**src/rtl/seg7_scan_if.sv**
```systemverilog
// ---------------------------------------------------------------------------
// seg7_scan_if
// Bundles the display driver's data-side signals.
//   scan_clk    : divided scan clock, treated as plain data by the driver
//   data_in     : eight hex nibbles, nibble i shown on digit i
//   dp_in       : decimal point per digit, 1 = lit
//   lzb_en      : leading-zero blanking enable
//   an          : digit anodes, active-low
//   seg         : {dp,g,f,e,d,c,b,a}, active-low
//   frame_start : one-cycle pulse when digit 0 becomes active
// master = data source / board side, slave = seg7_scan.
// ---------------------------------------------------------------------------
interface seg7_scan_if;
  localparam int unsigned DATA_W = 32;
  localparam int unsigned NDIG   = 8;

  logic              scan_clk;
  logic [DATA_W-1:0] data_in;
  logic [NDIG-1:0]   dp_in;
  logic              lzb_en;
  logic [NDIG-1:0]   an;
  logic [7:0]        seg;
  logic              frame_start;

  modport master (
    output scan_clk, data_in, dp_in, lzb_en,
    input  an, seg, frame_start
  );

  modport slave (
    input  scan_clk, data_in, dp_in, lzb_en,
    output an, seg, frame_start
  );
endinterface

```
**src/rtl/seg7_scan.sv**
```systemverilog
// ---------------------------------------------------------------------------
// seg7_scan
// Multiplexed seven-segment driver scanning DIGITS hex digits. The divided
// scan clock is synchronised into the clk domain and its rising edge becomes
// a one-cycle tick that advances the digit index. Display data is latched
// once per frame, on the tick that wraps the index back to digit 0.
// Ports:
//   clk    : system clock
//   rst_n  : asynchronous active-low reset
//   disp   : seg7_scan_if.slave (scan_clk, data_in, dp_in, lzb_en in;
//            an, seg, frame_start out, all registered)
// ---------------------------------------------------------------------------
module seg7_scan #(
  parameter int unsigned DIGITS = 8
) (
  input  logic        clk,
  input  logic        rst_n,
  seg7_scan_if.slave  disp
);

  localparam int unsigned IDX_W  = 3;
  localparam int unsigned NDIG   = 8;
  localparam int unsigned DATA_W = 32;
  localparam logic [IDX_W-1:0] LAST_IDX = IDX_W'(DIGITS - 1);

  // Segment patterns {g,f,e,d,c,b,a}, active-low.
  function automatic logic [6:0] hex_decode(input logic [3:0] nib);
    logic [6:0] p;
    p = 7'h7F;
    case (nib)
      4'h0: p = 7'h40;
      4'h1: p = 7'h79;
      4'h2: p = 7'h24;
      4'h3: p = 7'h30;
      4'h4: p = 7'h19;
      4'h5: p = 7'h12;
      4'h6: p = 7'h02;
      4'h7: p = 7'h78;
      4'h8: p = 7'h00;
      4'h9: p = 7'h10;
      4'hA: p = 7'h08;
      4'hB: p = 7'h03;
      4'hC: p = 7'h46;
      4'hD: p = 7'h21;
      4'hE: p = 7'h06;
      4'hF: p = 7'h0E;
      default: p = 7'h7F;
    endcase
    return p;
  endfunction

  // State
  logic              s1_q, s2_q, s3_q;
  logic [IDX_W-1:0]  idx_q, idx_d;
  logic [DATA_W-1:0] shadow_data_q, shadow_data_d;
  logic [NDIG-1:0]   shadow_dp_q, shadow_dp_d;
  logic              shadow_lzb_q, shadow_lzb_d;
  logic [NDIG-1:0]   an_q, an_d;
  logic [7:0]        seg_q, seg_d;
  logic              frame_start_q, frame_start_d;

  // Decode helpers
  logic              tick_c;
  logic              wrap_c;
  logic [3:0]        sel_nib_c;
  logic [NDIG-1:0]   nib_nz_c;
  logic              upper_nz_c;
  logic              blank_c;

  // Three-flop synchroniser; the third flop only serves edge detection.
  always_ff @(posedge clk or negedge rst_n) begin
    if (!rst_n) begin
      s1_q <= 1'b0;
      s2_q <= 1'b0;
      s3_q <= 1'b0;
    end else begin
      s1_q <= disp.scan_clk;
      s2_q <= s1_q;
      s3_q <= s2_q;
    end
  end

  // Index advance and frame latch.
  always_comb begin
    tick_c        = s2_q & ~s3_q;
    // >= keeps the index legal even if it were ever disturbed.
    wrap_c        = (idx_q >= LAST_IDX);
    idx_d         = idx_q;
    shadow_data_d = shadow_data_q;
    shadow_dp_d   = shadow_dp_q;
    shadow_lzb_d  = shadow_lzb_q;
    if (tick_c) begin
      if (wrap_c) begin
        idx_d         = '0;
        shadow_data_d = disp.data_in;
        shadow_dp_d   = disp.dp_in;
        shadow_lzb_d  = disp.lzb_en;
      end else begin
        idx_d = idx_q + IDX_W'(1);
      end
    end
  end

  // Per-digit non-zero flags; digits beyond DIGITS never count.
  for (genvar g = 0; g < NDIG; g++) begin : g_nz
    assign nib_nz_c[g] = (g < DIGITS) && (shadow_data_d[4*g +: 4] != 4'h0);
  end

  // Output patterns are computed from the post-tick index and shadow.
  always_comb begin
    sel_nib_c     = shadow_data_d[{idx_d, 2'b00} +: 4];
    upper_nz_c    = |(nib_nz_c >> idx_d);
    blank_c       = shadow_lzb_d && (idx_d != '0) && !upper_nz_c;
    an_d          = an_q;
    seg_d         = seg_q;
    frame_start_d = tick_c & wrap_c;
    if (tick_c) begin
      an_d        = '1;
      an_d[idx_d] = 1'b0;
      seg_d       = {~shadow_dp_d[idx_d], blank_c ? 7'h7F : hex_decode(sel_nib_c)};
    end
  end

  // Index, shadow and output registers; reset darkens the display.
  always_ff @(posedge clk or negedge rst_n) begin
    if (!rst_n) begin
      idx_q         <= '0;
      shadow_data_q <= '0;
      shadow_dp_q   <= '0;
      shadow_lzb_q  <= 1'b0;
      an_q          <= '1;
      seg_q         <= '1;
      frame_start_q <= 1'b0;
    end else begin
      idx_q         <= idx_d;
      shadow_data_q <= shadow_data_d;
      shadow_dp_q   <= shadow_dp_d;
      shadow_lzb_q  <= shadow_lzb_d;
      an_q          <= an_d;
      seg_q         <= seg_d;
      frame_start_q <= frame_start_d;
    end
  end

  assign disp.an          = an_q;
  assign disp.seg         = seg_q;
  assign disp.frame_start = frame_start_q;

endmodule

```
**src/flat_wrapper.sv**
```systemverilog
// flat-port wrapper written by rule: the top's interface ports become plain ports
module seg7_scan_flat 
#(
  parameter int unsigned DIGITS = 8
)
  (clk, rst_n, disp_scan_clk, disp_data_in, disp_dp_in, disp_lzb_en, disp_an, disp_seg, disp_frame_start);
  seg7_scan_if disp_i ();
  input  logic clk;
  input  logic rst_n;
  input wire logic [$bits(disp_i.scan_clk)-1:0] disp_scan_clk;
  input wire logic [$bits(disp_i.data_in)-1:0] disp_data_in;
  input wire logic [$bits(disp_i.dp_in)-1:0] disp_dp_in;
  input wire logic [$bits(disp_i.lzb_en)-1:0] disp_lzb_en;
  output wire logic [$bits(disp_i.an)-1:0] disp_an;
  output wire logic [$bits(disp_i.seg)-1:0] disp_seg;
  output wire logic [$bits(disp_i.frame_start)-1:0] disp_frame_start;
  assign disp_i.scan_clk = disp_scan_clk;
  assign disp_i.data_in = disp_data_in;
  assign disp_i.dp_in = disp_dp_in;
  assign disp_i.lzb_en = disp_lzb_en;
  assign disp_an = disp_i.an;
  assign disp_seg = disp_i.seg;
  assign disp_frame_start = disp_i.frame_start;
  seg7_scan #(.DIGITS(DIGITS)) u_core (.clk(clk), .rst_n(rst_n), .disp(disp_i));
endmodule
```
**config.mk**
```make
export PLATFORM = sky130hd
export DESIGN_NAME = seg7_scan_flat
export DESIGN_NICKNAME = d
export VERILOG_FILES = /design/src/rtl/seg7_scan_if.sv /design/src/rtl/seg7_scan.sv /design/src/flat_wrapper.sv
export SDC_FILE = /design/constraint.sdc
export NUM_CORES = 1
export LEC_CHECK = 0
export ABC_CLOCK_PERIOD_IN_PS = 2900
export BUFFER_PORTS_ARGS = -buffer_cell sky130_fd_sc_hd__buf_2
export CAP_MARGIN = 25
export CORE_MARGIN = 5
export CORE_UTILIZATION = 25
export CTS_CLUSTER_DIAMETER = 50
export DETAILED_ROUTE_END_ITERATION = 12
export PLACE_DENSITY_LB_ADDON = 0.08
export SYNTH_ARGS = -nofsm -noshare
export SYNTH_HDL_FRONTEND = slang
export SYNTH_SLANG_ARGS = --single-unit
```
**constraint.sdc**
```tcl
create_clock -name clk -period 2.9 [get_ports clk]
set_input_delay 0.29 -clock clk [delete_from_list [all_inputs] [get_ports clk]]
set_output_delay 0.29 -clock clk [all_outputs]
set_load 0.02 [all_outputs]
```
==> impl_metrics.env <==
export IMPL_clkLatencyLatePin_ns=0.34
export IMPL_first_pass_iters=4
export IMPL_overflow=0
export IMPL_area_growth_pct=40.5
export IMPL_num_vias=2822
export IMPL_rsz0062_at_grt="yes"
export IMPL_power_density_nw_per_um2=1220
export IMPL_total_power_mw=5.67
export IMPL_antenna_left=0
export IMPL_clkTransAtPathRegs_ns=0.05
export IMPL_diodes=0
export IMPL_layout_min_cycle_time_ns=3.00
export IMPL_coreArea_um2=13100
export IMPL_final_area_um2=4660
export IMPL_clk_path_buf_depth=2
export IMPL_port_buffers=60
export IMPL_nNetsFinal=499
export IMPL_yosysUniqueCellTypes=53
export IMPL_yosysWarningCount=0
export IMPL_maxCapViolCount=0
export IMPL_outcome="finished with violations"
export IMPL_fmax_ghz=0.333
export IMPL_cts_tree="built"
export IMPL_gp_congestion=0.830
export IMPL_cp_max_fo=7
export IMPL_die_h_um=125
export IMPL_grt_pass1_wl_um=16900
export IMPL_antenna_found_initial=0
export IMPL_cp_arrival_ns=3.26
export IMPL_yosysSeqAreaShare_pct=48.9
export IMPL_violations="negative setup slack"
export IMPL_hold_slack_ns=0.0634
export IMPL_num_fill_cells=1359
export IMPL_dieArea_um2=15700
export IMPL_dpl_cell_area_um2=4160
export IMPL_place_hpwl_um=7780
export IMPL_maxSlewHeadroom_pct=60.2
export IMPL_first_iter_violations=155
export IMPL_syn_area_per_cell_um2=9.72
export IMPL_grt_usage_pct=14.0
export IMPL_p_leak_nw=2.17
export IMPL_hold_viol=0
export IMPL_grt_pass1_vias=2946
export IMPL_peakVddDrop_uv=383
export IMPL_syn_inst=341
export IMPL_wire_per_inst_um=16.9
export IMPL_holdCritPathClass="in -> reg"
export IMPL_finalMaxSlewViolations=0
export IMPL_wirelength_um=10600
export IMPL_cts_sinks=64
export IMPL_skew_ns=0.00583
export IMPL_rows=42
export IMPL_syn_area_um2=3320
export IMPL_route_detailed_drc=0
export IMPL_setup_viol=7
export IMPL_crit_required_ns=3.16
export IMPL_period_share_pct=104
export IMPL_drive_gt1_share_pct=42.6
export IMPL_endpoint_kind="register"
export IMPL_root_buffer="clkbuf_16"
export IMPL_io_pins=61
export IMPL_synth_nets=392
export IMPL_tns_ns=-0.370
export IMPL_worst_pin_slew_ns=0.591
export IMPL_timing_worst_setup_path_type="reg -> reg"
export IMPL_grt_max_degree=43
export IMPL_cts_max_level=3
export IMPL_ys_ff_latch=64
export IMPL_initial_core_util_pct=25.2
export IMPL_numCtsBuffers=9
export IMPL_start_kind="register"
export IMPL_avgViaCountPerCell=4.49
export IMPL_die_w_um=125
export IMPL_dpl_worst_slack_ns=-0.138
export IMPL_fin_ws_ns=-0.103
## cells in the mapped netlist, drive strengths merged
library cell | instances | area [um^2]
o21ai | 6 | 33.8
o41ai | 1 | 27.5
clkbuf | 3 | 11.3
o32a | 6 | 61.3
a21o | 1 | 7.51
buf | 15 | 92.6
o221a | 1 | 11.3
inv | 7 | 26.3
mux4 | 1 | 22.5
nor2 | 35 | 131
o32ai | 1 | 16.3
ha | 7 | 87.6
mux2 | 16 | 191
nor2b | 1 | 8.76
a22o | 1 | 8.76
a31oi | 9 | 56.3
nand3 | 10 | 50.1
a32o | 1 | 10.0
xnor2 | 1 | 8.76
a2bb2oi | 1 | 26.3
a41o | 1 | 10.0
nand2 | 95 | 357
nand4bb | 1 | 11.3
nor4 | 15 | 109
nor4b | 1 | 15.0
and3 | 5 | 36.3
o2bb2ai | 1 | 15.0
a21oi | 9 | 48.8
dfrtp | 48 | 1200
or4 | 2 | 15.0
dfstp | 16 | 420
o22a | 2 | 17.5
o211ai | 1 | 7.51
mux2i | 8 | 80.1
nor3 | 4 | 20.0
a211oi | 1 | 7.51
a311oi | 1 | 8.76
a22oi | 1 | 12.5
nand2b | 3 | 18.8
or3 | 1 | 6.26
a31o | 1 | 8.76
## cells by family (layout without fill, tap and decap cells)
group / after synthesis / after routing / share of synthesized area [%]
fa+ha+maj: 7 / 7 / 2.64
buf+inv: 25 / 137 / 3.92
flops: 64 / 64 / 48.9
xor+xnor: 1 / 1 / 0.264
mux: 25 / 25 / 8.87
compound gates: 46 / 46 / 11.9
simple gates: 173 / 173 / 23.5
## cells in the final DEF (no fill, tap or decap), drive strengths merged, types with 2 or more instances in the layout
| cell | netlist | final |
|---|---|---|
| mux2i | 8 | 8 |
| dfstp | 16 | 16 |
| nor2 | 35 | 35 |
| a31oi | 9 | 9 |
| o32a | 6 | 6 |
| inv | 7 | 7 |
| mux2 | 16 | 16 |
| nand3 | 10 | 10 |
| buf | 15 | 113 |
| nand2b | 3 | 3 |
| o21ai | 6 | 6 |
| and3 | 5 | 5 |
| nor3 | 4 | 4 |
| ha | 7 | 7 |
| nand2 | 95 | 95 |
| a21oi | 9 | 9 |
| nor4 | 15 | 15 |
| or4 | 2 | 2 |
| clkbuf | 3 | 16 |
| dfrtp | 48 | 48 |
| o22a | 2 | 2 |
## worst paths after layout
kind	slack (ns)	depth (start not counted)	from	to
max	-0.10	14	u_core.idx_q[1]	u_core.disp.seg[2]
min	0.06	1	disp_scan_clk	u_core.s1_q
max reg2reg	-0.10	14	u_core.idx_q[1]	u_core.disp.seg[2]
min reg2reg	0.37	0	u_core.s1_q	u_core.s2_q
max in group asynchronous	1.70	3	rst_n	u_core.disp.seg[3]
min in group asynchronous	0.50	2	rst_n	u_core.shadow_dp_q[4]
## critical path, cell delays in order (launching register included)
cell	delay [ns]
dfrtp_1	0.41
buf_4	0.15
and3_4	0.18
o21ai_4	0.19
buf_12	0.16
buf_8	0.12
mux2_4	0.32
nor2_4	0.08
nor4_2	0.06
nor4_4	0.36
inv_2	0.09
buf_4	0.15
ha_2	0.18
and3_4	0.16
o32a_1	0.32
## metrics by stage
stage	util, %	cells
floorplan	-	341
global placement	31.6	600
detailed placement	31.6	600
CTS	35.2	628
global route	35.5	629
finish	35.5	629
## per-layer routing
metal | global-route usage, % | wire length [um] | part of all wire [%]
met3 | 4.52 | 453 | 4.3
met5 | 0 | 0 | 0
met2 | 21.8 | 4870 | 46
met1 | 19.0 | 5210 | 49
met4 | 3.64 | 115 | 1.1
## power breakdown
| group | internal [mW] | switching (mW) |
|---|---|---|
| logic | 1.45 | 1.58 |
| clock network | 0.627 | 0.388 |
| registers | 1.37 | 0.256 |
## state kept, by name, indices dropped and copies added (netlist names)
signal and cells:
u_core.s2_q 1, u_core.s1_q 1, u_core.shadow_data_q 32, u_core.disp.frame_start 1
u_core.shadow_lzb_q 1, u_core.shadow_dp_q 8, u_core.disp.an 8, u_core.disp.seg 8
u_core.idx_q 3, u_core.s3_q 1
## cell type report
type	instances	area (um^2)	share of cell area [%]
clock buffers	16	272	5.83
inverters	7	31.3	0.672
multi-input cells	252	1740	37.3
flip-flops and latches	64	1620	34.8
well taps	176	220	4.73
repair buffers	114	773	16.6
## what timing repair did
item	4_1_cts	5_1_grt
hold buffers	1	0
setup endpoints to repair	7	7
gates resized for setup	24	8
pin swaps	6	4
endpoints found under the hold margin	22	0
buffers inserted	12	1
Note: power is estimated with default switching activity, not from simulation.
